`src/rtl/vc_input_buffer.sv`:
```
// vc_input_buffer: per-port virtual-channel FWFT FIFOs with credit return and packet state tracking.
// Define VCBUF_OVF_DET_EN to build the sticky err_ovf overflow detector.
module vc_input_buffer #(
  parameter int FLIT_W = 16,
  parameter int VC_W = 1,
  parameter int DEPTH = 4,
  parameter int PTR_W = 2,
  localparam int NUM_VC = 2**VC_W
) (
  input  logic                     clk,
  input  logic                     clr,
  input  logic                     in_vld,
  input  logic [VC_W-1:0]          in_vc,
  input  logic [FLIT_W-1:0]        in_flit,
  output logic [NUM_VC-1:0]        out_vld,
  output logic [NUM_VC*FLIT_W-1:0] out_flit,
  output logic [NUM_VC-1:0]        out_head,
  input  logic [NUM_VC-1:0]        out_pop,
  output logic [NUM_VC-1:0]        credit_out,
  output logic                     err_ovf
);
  typedef enum logic {IDLE, ACTIVE} state_e;
`ifdef VCBUF_OVF_DET_EN
  logic [NUM_VC-1:0] drop;
  logic ovf_q;
  always_ff @(posedge clk) ovf_q <= clr ? 1'b0 : ovf_q | (|drop);
  assign err_ovf = ovf_q;
`else
  assign err_ovf = 1'b0;
`endif
  for (genvar v = 0; v < NUM_VC; v++) begin : g_vc
    logic [FLIT_W-1:0] mem_q [DEPTH];
    logic [PTR_W-1:0]  wr_ptr_q, rd_ptr_q;
    logic [PTR_W:0]    cnt_q;
    logic              cr_q, hit, full, pop, wr;
    logic [FLIT_W-1:0] front;
    state_e            st_q, st_d;
    assign front = mem_q[rd_ptr_q];
    assign hit   = in_vld && in_vc == VC_W'(v);
    assign full  = cnt_q == (PTR_W+1)'(DEPTH);
    assign pop   = !clr && out_pop[v] && cnt_q != '0;
    // a full VC still accepts a write when the same cycle frees a slot
    assign wr    = !clr && hit && (!full || pop);
    assign out_vld[v]  = cnt_q != '0;
    assign out_flit[v*FLIT_W +: FLIT_W] = front;
    assign out_head[v] = out_vld[v] && front[FLIT_W-1] && st_q == IDLE;
    assign credit_out[v] = cr_q;
`ifdef VCBUF_OVF_DET_EN
    assign drop[v] = !clr && hit && full && !pop;
`endif
    always_comb begin
      st_d = !pop ? st_q : front[FLIT_W-2] ? IDLE : front[FLIT_W-1] ? ACTIVE : st_q;
    end
    always_ff @(posedge clk) begin
      if (wr) mem_q[wr_ptr_q] <= in_flit;
    end
    always_ff @(posedge clk) begin
      if (clr) begin
        wr_ptr_q <= '0;
        rd_ptr_q <= '0;
        cnt_q    <= '0;
        cr_q     <= 1'b0;
        st_q     <= IDLE;
      end else begin
        if (wr) wr_ptr_q <= wr_ptr_q + 1'b1;
        if (pop) rd_ptr_q <= rd_ptr_q + 1'b1;
        cnt_q <= cnt_q + (PTR_W+1)'(wr) - (PTR_W+1)'(pop);
        cr_q  <= pop;
        st_q  <= st_d;
      end
    end
  end
endmodule

```
`config.mk`:
```
export PLATFORM = sky130hd
export DESIGN_NAME = vc_input_buffer
export DESIGN_NICKNAME = d
export VERILOG_FILES = /design/src/rtl/vc_input_buffer.sv
export SDC_FILE = /design/constraint.sdc
export NUM_CORES = 1
export LEC_CHECK = 0
export ABC_AREA = 1
export ABC_CLOCK_PERIOD_IN_PS = 2000
export CAP_MARGIN = 10
export CORE_MARGIN = 2
export CORE_UTILIZATION = 45
export DETAILED_ROUTE_END_ITERATION = 8
export MAX_ROUTING_LAYER = met4
export PLACE_DENSITY_LB_ADDON = 0.3
export RECOVER_POWER = 50
export SLEW_MARGIN = 15
export SYNTH_ARGS = -nofsm -noshare
export SYNTH_HDL_FRONTEND = slang
export SYNTH_SLANG_ARGS = --single-unit
```
`constraint.sdc`:
```
create_clock -name clk -period 2 [get_ports clk]
set_input_delay 0.5 -clock clk [delete_from_list [all_inputs] [get_ports clk]]
set_output_delay 0.5 -clock clk [all_outputs]
set_load 0.02 [all_outputs]
```
== Word-level counts from Yosys, hierarchy flattened ==
Memory sizes are Yosys's and may differ from the RTL's. A register that Yosys moved wholly into a read port is not among the register bits.
Index checks and enable logic that the tools add are counted.
Storage, ports and cells
  register bits: 18
  bits in latches: 0
  memory bits (writable): 128
  ROM bits: 0
  word-level logic and storage cells: 62
  memories: 2
Memories
  g_vc[0].mem_q: depth 4, bits a word 16, rd ports 1, clocked after Yosys merged registers in 1, wr ports 1, line 32  | logic [FLIT_W-1:0] mem_q [DEPTH];
  g_vc[1].mem_q: depth 4, bits a word 16, rd ports 1, clocked after Yosys merged registers in 1, wr ports 1, line 32
Operators by class
  add/sub/neg operators: 8
  $mul: 0
  div/mod/pow operators: 0
  $lt $le $gt $ge: 0
  equality and inequality tests: 2
  shifts and indexed selects: 0
  multiplexer cells: 12
  bitwise operators: 3
  reductions and logical operators: 25
Operators with widths (count)
  $logic_and A1 B1 Y1: 14
  $add A2 B1 Y2 const B: 4
  $mux W1: 8
  $mux W2: 4
  $add A3 B1 Y3: 2
  $eq A3 B3 Y1 const B: 2
  $reduce_bool A3 Y1: 2
  $sub A3 B1 Y3: 2
  $reduce_and A2 Y1: 2
  $reduce_bool A2 Y1: 2
  $logic_not A1 Y1: 3
  $not A1 Y1: 3
  $logic_or A1 B1 Y1: 2

== Longest topological paths before layout ==
  depth after elaboration: 7
  mapped depth: 14
  gate-level depth less buffers: 13

== Worst setup path after synthesis ==
OpenSTA, ideal clock, no wires.
  path type: input to register
  start: input clr
  end: register g_vc[1].cnt_q[2]
  setup time: 0.121 ns
  arrival: 2.018 ns
  slack: -0.139 ns
  stages on the path: 14
  path buffers: 1
  cell sequence: buf_4 -> inv_2 -> nand2_1 -> nand3_1 -> nand2_2 -> inv_1 -> nand2_1 -> o21ai_0 -> ha_1 -> inv_1 -> fa_1 -> xnor2_1 -> o21ai_0 -> a21oi_1
On the way
  longest elaborated chain between the ends: 7
  elaborated cells on any way between the ends: 8
  classes of those cells: add/sub (2); reduce/logical (6)
RTL lines
  start, declared: line 11  | input logic clr,
  $logic_not A1 Y1: line 41, 43
  $logic_and A1 B1 Y1 (2 in series): line 41  | assign pop = !clr && out_pop[v] && cnt_q != '0;
  $logic_or A1 B1 Y1: line 43  | assign wr = !clr && hit && (!full || pop);
  $logic_and A1 B1 Y1: line 43
  $add A3 B1 Y3: line 67  | cnt_q <= cnt_q + (PTR_W+1)'(wr) - (PTR_W+1)'(pop);
  $sub A3 B1 Y3: line 67
  end signal, assigned: line 67
  end, declared: line 34  | logic [PTR_W:0] cnt_q;
Several ways; a longest one is shown, not always the timed one.
A chain may end at the register's enable or synchronous reset.

==> flow_summary_export.csv <==
group,metric,value,unit
floorplan,start_util,46.3,%
logic_synthesis,synth.avg_cell_area,12.5,um2
clock_tree,ctsHoldBuffers,0,
logic_synthesis,synth-edff-count,128,
worst_setup_path,crit_path_end_kind,"primary output",
grt,grt_pass1_wl,20.5,mm
floorplan,row_count,41,
clock_tree,clk_pin_slew_worst_paths,0.06,ns
grt,antenna_found_initial,1,
status,violations,"negative setup slack",
cells_and_area,areaGrowthSynthToFinish,42.7,%
timing,hold_ws,0.465,ns
cells_and_area,layout-drive-gt1-share,36.6,%
cells_and_area,final_util,66.0,%
pwr,peakVddDrop,0.631,mV
logic_synthesis,ys_warn_count,0,
clock_tree,cts-root-buf,"clkbuf_16",
logic_synthesis,async_flop_share,0,%
status,status,"finished with violations",
grt,first_global_vias,4152,
logic_synthesis,synth_top_cells_by_count,"edfxtp_1, nor2_1, o21ai_0",
detailed_routing,dr.first_iter.drc_count,370,
placement,gp_congestion,0.810,
pwr,power_density,1080,nW/um2
timing,setup_viol,23,
floorplan,die-area,14000,um2
logic_synthesis,syn_area,5860,um2
worst_setup_path,worstPathCellList,"buf_12 -> buf_12 -> inv_8 -> clkbuf_16 -> o21ai_1 -> o22ai_2 -> buf_6",
worst_setup_path,cp_slowest_cell,"dfxtp_2",
timing,setup_ws,-0.0976,ns
floorplan,ios,61,
grt,gr-total-overflow,0,
clock_tree,cts_tree,"done",
detailed_routing,wl,13.4,mm
detailed_routing,firstDrtPassIters,5,
detailed_routing,drtAntennaViolNets,0,
worst_setup_path,path_common_cell,"buf_12",
timing,clock_skew,0.00802,ns
logic_synthesis,yosysTopAreaCell,"edfxtp_1",
worst_setup_path,path_max_fanout,8,
logic_synthesis,synth_top_area_share,65.6,%
placement,io_buffer_count,59,
worst_setup_path,path_class,"reg -> out",
timing,rsz0062_at_grt,"yes",
pwr,p_leak,0.00316,uW
worst_setup_path,worstPathArrival,1.60,ns
timing,fin_crit,2.10,ns
cells_and_area,final_cells,794,
logic_synthesis,netlist_instances,468,
floorplan,die_h,118,um
logic_synthesis,yosysMostFrequentCell,"edfxtp_1",
clock_tree,clk_latency,0.42,ns
detailed_routing,drc,0,
timing,drv_slew,0,
logic_synthesis,synthFlopType,"edfxtp_1",
run,drv_cap,0,
worst_setup_path,cp.required,1.50,ns
detailed_routing,via_count,3999,
worst_setup_path,cp-start-kind,"flop",
clock_tree,cts_max_level,4,
timing,period_share,105,%
logic_synthesis,ys_types,24,
hold_path,hold_class,"in -> reg",
clock_tree,cts_sinks,150,
cells_and_area,fill_cells,908,
clock_tree,cts_buffer_depth,2,
logic_synthesis,seq_area_frac_synth,73.1,%
grt,grt_max_degree,17,
clock_tree,numCtsBuffers,17,
detailed_routing,wl_per_cell,16.8,um
worst_setup_path,slowest_delay,0.34,ns
grt,track_usage,19.9,%
placement,place_inst,734,
floorplan,die_w,118,um
floorplan,core,12700,um2
timing,hold_violations,0,
logic_synthesis,syn_nets,502,
logic_synthesis,ys_ff_latch,150,
placement,dp_hpwl,7.93,mm
timing,fmax,477,MHz
placement,place_ws,-0.597,ns
detailed_routing,via_per_inst,5.04,
cells_and_area,nNetsFinal,642,
logic_synthesis,ys_top_cells_by_area,"edfxtp_1, dfxtp_1, nor2_1",
## critical path: cells and delay by family, from the launching register on
kind	cells	cell delay (ns)
DFF	1	0.34
AOI/OAI and AO/OA	2	0.25
buffers and inverters	5	0.60
## area by class of cell
cell class              instances  area [um2]  area share (%)
repair buffers                140        1410            16.9
flip-flops and latches        150        4300            51.4
clock buffers                  17         425            5.09
clock inverters                15         209            2.50
multi-input cells             264        1640            19.6
repair inverters                2        17.5           0.210
diodes                          1        2.50          0.0299
inverters                      33         149            1.78
well taps                     172         215            2.57
## final timing paths
path | start | end | slack (ns) | cells past startpoint
max reg2reg | g_vc[1].cnt_q[1]$_SDFF_PP0_ | g_vc[1].cnt_q[2]$_SDFF_PP0_ | 0.09 | 9
max | flop | out_flit[11] | -0.1 | 7
min reg2reg | g_vc[0].st_q$_SDFFE_PP0P_ | g_vc[0].st_q$_SDFFE_PP0P_ | 0.48 | 2
min | out_pop[1] | g_vc[1].cr_q$_SDFF_PP0_ | 0.46 | 3
## placed cells by master, fill, tap and decap left out, types with 4 or more instances in the layout
master	netlist	layout
nor2_1	88	80
nand2_2	3	8
buf_6	2	25
clkbuf_1	10	4
nand2_1	38	29
dfxtp_1	22	17
buf_4	6	67
o21ai_2	0	26
nand2_4	0	4
o22ai_2	0	7
edfxtp_1	128	128
ha_1	10	9
dlygate4sd3_1	0	16
nand3_2	0	8
clkbuf_16	0	18
bufinv_16	0	5
o21ai_0	59	21
o21ai_1	6	17
a21oi_1	8	9
o22ai_1	28	20
dlygate4sd2_1	0	5
buf_12	0	13
inv_2	6	5
inv_1	27	24
nor2_2	1	7
## registers in the layout (all words and copies together), names as in the netlist, named ones only
signal / flops
g_vc.rd_ptr_q: 4
g_vc.mem_q: 128
g_vc.wr_ptr_q: 4
g_vc.st_q: 2
g_vc.cnt_q: 6
g_vc.cr_q: 2
## layer usage
metal | global-route usage, % | up-vias | share of wire (%)
met1 | 22.8 | 1934 | 42
met5 | - | - | 0
met4 | 7.53 | 0 | 1.5
met2 | 32.9 | 102 | 52
met3 | 6.20 | 22 | 4.4
li1 | - | 1941 | -
## cell families (layout without fill, tap and decap cells)
| group | Yosys count | in the layout | synth area share (%) |
|---|---|---|---|
| AOI/OAI and AO/OA | 103 | 103 | 9.52 |
| xor gates and xnor gates | 4 | 4 | 0.598 |
| adders and majority gates | 12 | 12 | 2.82 |
| buffers and inverters | 54 | 207 | 4.16 |
| DFF | 150 | 150 | 73.1 |
| other | 1 | 2 | 0.0640 |
| and+or+nand+nor | 144 | 144 | 9.74 |
## power by group
part           internal, uW  switching [uW]  leakage, uW
Sequential             3530            95.3      0.00134
Combinational           943            1080      0.00151
Clock                  2200            1220     0.000306
Total                  6660            2390      0.00316
## metrics by stage
stage	setup TNS, ns	total power (uW)	cell area (um2)
6_report	-1.36	9050	8360
5_1_grt	-3.22	9400	8360
4_1_cts	-1.36	8890	8060
3_5_place_dp	-32.48	5300	7120
3_3_place_gp	-24.95	5260	7120
2_1_floorplan	-8.02	4510	5880
## repair_timing
item,in CTS,in global routing
gates resized for setup,247,95
pin swaps,27,37
setup buffers,16,5
gates cloned,4,3
setup endpoints to repair,38,83
No activity file was read; power rests on OpenSTA's default activity.
